===== src/rtl/i2c_slave_rx.sv =====
// I2C write-only slave receiver.
// Matches a 7-bit address with W direction, ACKs it and every following
// data byte, and presents each received byte with a one-cycle valid pulse.
// SCL/SDA are expected to be already synchronous to clk_i; START/STOP
// detection happens upstream and arrives as single-cycle pulses.
module i2c_slave_rx #(
  parameter logic [6:0] SLAVE_ADDR = 7'h50
) (
  input  logic       clk_i,
  input  logic       rstn,
  input  logic       start_det,
  input  logic       stop_det,
  input  logic       scl,
  input  logic       sda_i,
  output logic       sda_oe,
  output logic [7:0] rx_data,
  output logic       rx_valid,
  output logic       addr_match,
  output logic       busy
);

  typedef enum logic [2:0] {
    S_IDLE,
    S_ADDR,
    S_ADDR_ACK,
    S_DATA,
    S_DATA_ACK,
    S_IGNORE
  } state_t;

  state_t      state_q, state_d;
  logic        scl_q;
  logic [7:0]  shift_q, shift_d;
  logic [2:0]  cnt_q, cnt_d;
  logic [7:0]  rx_data_q, rx_data_d;
  logic        rx_valid_q, rx_valid_d;
  logic        sda_oe_q, sda_oe_d;
  logic        addr_match_q, addr_match_d;
  // Set after the first SCL fall of an ACK slot; the second fall ends it.
  logic        ack_q, ack_d;
  // The completed data byte is published one cycle after its 8th rise.
  logic        load_q, load_d;

  logic        rise;
  logic        fall;

  assign rise = scl & ~scl_q;
  assign fall = ~scl & scl_q;

  // State and datapath registers; reset releases SDA immediately.
  always_ff @(posedge clk_i or negedge rstn) begin
    if (!rstn) begin
      state_q      <= S_IDLE;
      scl_q        <= 1'b1;
      shift_q      <= 8'h00;
      cnt_q        <= 3'd0;
      rx_data_q    <= 8'h00;
      rx_valid_q   <= 1'b0;
      sda_oe_q     <= 1'b0;
      addr_match_q <= 1'b0;
      ack_q        <= 1'b0;
      load_q       <= 1'b0;
    end else begin
      state_q      <= state_d;
      scl_q        <= scl;
      shift_q      <= shift_d;
      cnt_q        <= cnt_d;
      rx_data_q    <= rx_data_d;
      rx_valid_q   <= rx_valid_d;
      sda_oe_q     <= sda_oe_d;
      addr_match_q <= addr_match_d;
      ack_q        <= ack_d;
      load_q       <= load_d;
    end
  end

  // Next-state logic; START beats STOP, and bus conditions mask SCL edges.
  always_comb begin
    state_d      = state_q;
    shift_d      = shift_q;
    cnt_d        = cnt_q;
    rx_data_d    = rx_data_q;
    rx_valid_d   = 1'b0;
    sda_oe_d     = sda_oe_q;
    addr_match_d = addr_match_q;
    ack_d        = ack_q;
    load_d       = 1'b0;

    // A byte that completed last cycle is always published, even if a bus
    // condition arrives now: it was whole when its 8th bit was sampled.
    if (load_q) begin
      rx_data_d  = shift_q;
      rx_valid_d = 1'b1;
    end

    if (start_det) begin
      state_d      = S_ADDR;
      sda_oe_d     = 1'b0;
      addr_match_d = 1'b0;
      cnt_d        = 3'd0;
      ack_d        = 1'b0;
    end else if (stop_det) begin
      state_d      = S_IDLE;
      sda_oe_d     = 1'b0;
      addr_match_d = 1'b0;
      cnt_d        = 3'd0;
      ack_d        = 1'b0;
    end else begin
      case (state_q)
        S_ADDR: begin
          if (rise) begin
            shift_d = {shift_q[6:0], sda_i};
            cnt_d   = cnt_q + 3'd1;
            if (cnt_q == 3'd7) begin
              // Address bits are the seven already shifted; sda_i is R/W.
              if ((shift_q[6:0] == SLAVE_ADDR) && !sda_i) begin
                state_d = S_ADDR_ACK;
              end else begin
                state_d = S_IGNORE;
              end
            end
          end
        end
        S_ADDR_ACK: begin
          if (fall) begin
            if (!ack_q) begin
              sda_oe_d     = 1'b1;
              addr_match_d = 1'b1;
              ack_d        = 1'b1;
            end else begin
              sda_oe_d = 1'b0;
              ack_d    = 1'b0;
              cnt_d    = 3'd0;
              state_d  = S_DATA;
            end
          end
        end
        S_DATA: begin
          if (rise) begin
            shift_d = {shift_q[6:0], sda_i};
            cnt_d   = cnt_q + 3'd1;
            if (cnt_q == 3'd7) begin
              load_d  = 1'b1;
              state_d = S_DATA_ACK;
            end
          end
        end
        S_DATA_ACK: begin
          if (fall) begin
            if (!ack_q) begin
              sda_oe_d = 1'b1;
              ack_d    = 1'b1;
            end else begin
              sda_oe_d = 1'b0;
              ack_d    = 1'b0;
              cnt_d    = 3'd0;
              state_d  = S_DATA;
            end
          end
        end
        S_IGNORE: begin
          sda_oe_d = 1'b0;
        end
        default: begin
          state_d = S_IDLE;
        end
      endcase
    end
  end

  assign sda_oe     = sda_oe_q;
  assign rx_data    = rx_data_q;
  assign rx_valid   = rx_valid_q;
  assign addr_match = addr_match_q;
  assign busy       = (state_q != S_IDLE);

endmodule


===== config.mk =====
export PLATFORM = sky130hd
export DESIGN_NAME = i2c_slave_rx
export DESIGN_NICKNAME = d
export VERILOG_FILES = /design/src/rtl/i2c_slave_rx.sv
export SDC_FILE = /design/constraint.sdc
export NUM_CORES = 1
export LEC_CHECK = 0
export BUFFER_PORTS_ARGS = -buffer_cell sky130_fd_sc_hd__buf_2
export CAP_MARGIN = 20
export CORE_MARGIN = 3
export CORE_UTILIZATION = 50
export DETAILED_ROUTE_END_ITERATION = 10
export PLACE_DENSITY = 0.84
export SETUP_SLACK_MARGIN = 0.15
export SLEW_MARGIN = 20
export SYNTH_ARGS = -nofsm -noshare
export SYNTH_HDL_FRONTEND = slang
export SYNTH_SLANG_ARGS = --single-unit

===== constraint.sdc =====
create_clock -name clk_i -period 1.7 [get_ports clk_i]
set_input_delay 0.255 -clock clk_i [delete_from_list [all_inputs] [get_ports clk_i]]
set_output_delay 0.255 -clock clk_i [all_outputs]
set_load 0.01 [all_outputs]

Yosys cells after proc, flatten, opt, wreduce, memory -nomap -nowiden:

Index checks and enable logic that the tools add are counted.

* word-level logic and storage cells: 84
* input port bits: 6
* bits in registers: 28
* output and inout bits: 12

* add/sub/neg operators: 1
* bitwise logic cells: 6
* multiplexer cells: 35
* reductions and logical operators: 16
* eq/ne operators: 16

Operator list (number)
* $mux W3: 14
* $mux W1: 18
* $ne A4 B4 Y1 const B: 4
* $ne A4 B1 Y1 const B: 3
* $pmux W3 S4: 1
* $reduce_bool A3 Y1: 4
* $eq A3 B3 Y1 const B: 3
* $reduce_and A4 Y1: 2
* $reduce_bool A4 Y1: 2
* $eq A7 B7 Y1 const B: 1
* $reduce_and A7 Y1: 1
* $eq A3 B2 Y1 const B: 2
* $ne A3 B3 Y1 const B: 2
* $pmux W3 S2: 1
* $not A1 Y1: 4
* $reduce_and A2 Y1: 2
* $reduce_or A2 Y1: 2
* $add A3 B1 Y3 const B: 1
* $eq A3 B1 Y1 const B: 1
* $reduce_and A3 Y1: 1
* $and A1 B1 Y1: 2
* $pmux W1 S2: 1
* $logic_and A1 B1 Y1: 1
* $logic_not A1 Y1: 1

Depth between registers and ports, before layout:

* depth in word-level cells: 8
* depth in mapped cells: 6
* mapped depth without buffers: 5

Worst setup path after synthesis:

No wires, ideal clock.

* path type: register -> register
* from: reg state_q[0]
* to: reg state_q[2]
* arrival time: 1531 ps
* cell stages (with the launch flop): 7
* buffers on the path: 2
* slack: 44 ps
* required time: 1575 ps
* period minus slack after synthesis: 1656 ps
* library setup time: 125 ps
* cell sequence: dfrtp_1 -> buf_6 -> nor4bb_1 -> buf_4 -> a221o_1 -> a21oi_4 -> mux2_4

* word-level cells in the longest chain between the ends: 5
* elaborated cells between the ends (all ways): 17
* classes of those cells: eq/ne (12); mux (3); reduce/logical (2)

Ends and longest elaborated chain
* start, declared: line 31 `state_t state_q, state_d;`
* start signal, assigned: line 64 `state_q <= state_d;`
* $eq A3 B3 Y1 or $eq A3 B2 Y1 (tied branches): line 109 `case (state_q)`
* $reduce_or A2 Y1 (no source line)
* $pmux W3 S4: line 109
* $mux W3: line 102 `end else if (stop_det) begin`
* $mux W3: line 96 `if (start_det) begin`

Several ways; a longest one is shown, not always the timed one.
A chain may end at the register's enable or synchronous reset.

Final worst setup path:

* from: reg cnt_q[0]
* to: reg state_q[2]

* word-level cells in the longest chain between the ends: 3
* elaborated cells between the ends (all ways): 4
* classes of those cells: eq/ne (3); reduce/logical (1)

Ends and longest elaborated chain
* start, declared: line 34 `logic [2:0] cnt_q, cnt_d;`
* start signal, assigned: line 67 `cnt_q <= cnt_d;`
* $eq A3 B3 Y1 *: line 114, 142
* $ne A4 B4 Y1 (no source line)
* $reduce_and A7 Y1 (no source line) *

Mark *: on every way between the ends. The rest lies on a longest branch, timed or not.

==> results.md <==
- Status: completed
- Reg clk slew, reported paths: ~0.15 ns
- WL/cell: roughly 17 µm
- Worst vdd ir: 0.6021 mV
- Tcrit/Tclk final: between 90% and 100%
- Tmin final: 1.698 ns
- Initial Util: 53.08%
- Vias in the first global route: about 960
- Hold Path Class: input pin to register
- Top-area cell type share of the netlist area: 50.47%
- Worst-skew pair later-pin latency: approximately 0.33 ns
- Worst setup SP type: register
- CP cell instances: ha_2 -> ha_4 -> a221o_1 -> a21oi_4 -> mux2_4
- Clk buf depth: 2
- Setup Skew: roughly 0.0060 ns
- Global-route wire length before repair: about 4400 µm
- Post-route ant nets: 0
- HPWL after detailed placement: 1721 µm
- Cell taking the most area after synthesis: dfrtp_1
- DRC errors left: 0
- Initial antenna violation count: 0
- GRT Total Usage: 16.91%
- Mapped Avg Cell Area: roughly 13 µm²
- RSZ-0062 raised after global routing: true
- Post-synthesis register bit count: 28
- Max-cap violations: 0
- Final Hold Fails: 0
- Worst-path fanout max: 3
- Rel. slew slack: 58.58%
- Die W: 57.75 µm
- Cells after synthesis: between 100 and 150
- Post-synth cell types: 44
- Top cells by area, synth: dfrtp_1 (50%), mux2_2 (13%), nor2_1 (3.1%), dfstp_2 (2.0%), ha_1 (1.9%)
- Pins Over Slew Limit: 0
- H-tree Lvls: 1
- DRT iter0 DRCs: 61
- Asr flop ratio synth: 100.0%
- Die ar.: 3334 µm²
- CTS tree: yes
- Inserted Diodes: 0
- Critical path required time: 1.93 ns
- Layout cells sized above 1: 53.19%
- Pleak: 0.8723 nW
- Number of flops mapped to enable cells by yosys: 0
- Minimum hold slack: 0.04251 ns
- Routability Congestion: 0.7996
- Routed wire length: 2938 µm
- Total power: 0.001468 W
- Num CTS Buffers: 3
- IO Port Bufs: 17
- IO Pins: 18
- DR pass1 iterations: 4
- Endpoints failing setup: 0
- Die Y: 57.75 µm
- Largest net degree at the start of global routing: 29
- Critical Path End Type: register
- Post-Syn Area: 1339 µm²
- Crit path DAT: between 1.5 and 2 ns
- CP max-delay cell: dfrtp_1
- Crit path largest cell delay: 0.42 ns
- Area Overhead vs Synth: 31.12%
- # nets final: 150
- Critical Setup Path Class: register to register
- Rows: 18
- Fmax: around 600 MHz
- Register area share after synthesis: 52.43%
- Total number of vias: 972
- DR vias/cell: approximately 5.7
- Yosys warns: 0
- Worst-Margin Slew: 0.6212 ns
- Total clock sinks: 28
- Root Buffer: clkbuf_4
- Overflow after GRT: 0
- Core area: 2522 µm²
- PD cells: 836.1 nW/µm²
- Main flop type after synthesis: dfrtp_1
- Net Count, Synth: 115
## layer usage
metal	part of all wire (%)	global-route usage, %
met1	43	22.06
met2	50	29.03
met3	4.4	2.004
met4	2.0	5.960
met5	0	0
## per-stage QoR
| stage | area (µm²) | worst slack (ns) | utilization, % | cells | TNS [ns] |
|---|---|---|---|---|---|
| 2_1_floorplan | 1344 | 0.06931 | - | 107 | 0 |
| 3_3_place_gp | 1449 | 0.06365 | 57.44 | 153 | 0 |
| 3_5_place_dp | 1449 | 0.01164 | 57.44 | 153 | 0 |
| 4_1_cts | 1615 | 0.03222 | 64.04 | 167 | 0 |
| 5_1_grt | 1755 | -0.01494 | 69.59 | 171 | -0.01879 |
| 6_report | 1755 | 0.002394 | 69.59 | 171 | 0 |
## critical path: cells and delay by family (launching register included)
| family | cells | cell delay, ns |
|---|---|---|
| adders and majority gates | 2 | 0.37 |
| muxes | 1 | 0.31 |
| DFF | 1 | 0.42 |
| AOI/OAI and AO/OA | 2 | 0.49 |
## flip-flops by register name, indices dropped and copies added, names as in the netlist, 3 cells and up
signal and flops:
rx_data 8, shift_q 8, cnt_q 3, state_q 3
## report_power, final
group	switching [W]	internal [W]
Sequential	0.0000437	0.000709
Clock	0.000198	0.000238
Combinational	0.000125	0.000154
Total	0.000366	0.00110
## layout make-up
class,count,area (µm²)
clock buffers,3,22.52
clock inverters,1,30.03
fillers,166,767.0
inverters,2,7.507
multi-input cells,71,698.2
flip-flops and latches,28,704.4
well taps,30,37.54
repair buffers,36,255.2
## synthesized netlist by cell type (all sizes together), types with 2 or more instances
cell / number
ha: 2
a22oi: 2
clkbuf: 2
inv: 2
nor2: 11
dfrtp: 27
o21ai: 4
a21oi: 3
a31oi: 2
mux2: 17
buf: 4
nand2b: 2
nand2: 4
## final timing paths
path                       startpoint          to  slack [ns]  depth (start not counted)
max                          cnt_q[0]  state_q[2]       0.002                          5
min                               scl       scl_q        0.04                          1
max reg2reg                  cnt_q[0]  state_q[2]       0.002                          5
min reg2reg                    sda_oe      sda_oe        0.52                          2
max in group asynchronous        rstn  state_q[0]        0.82                          2
min in group asynchronous        rstn    rx_valid        0.45                          2
## cell usage in the layout (no fill, tap or decap), types with 2 or more instances in the layout
cell type   n
a21oi_1     2
buf_2      16
buf_4      13
buf_6       6
clkbuf_4    3
dfrtp_1    25
dfrtp_2     2
inv_1       2
mux2_2      8
mux2_4      9
nand2_1     2
nand2b_1    2
nor2_1     11
o21ai_0     2
## what timing repair did
action / CTS / global route
buffers inserted: 9 / 4
hold buffers: 1 / 0
hold endpoints to repair: 27 / 0
endpoints found under the setup margin: 12 / 18
pin swaps: 3 / 10
resized for setup: 9 / 23
## logic make-up after synthesis
family	synth area share [%]
simple gates	14.96
flops	52.43
fa+ha+maj	1.869
xor+xnor	1.309
buf+inv	4.672
mux	15.33
compound gates	9.439
(Power assumes the default switching activity.)
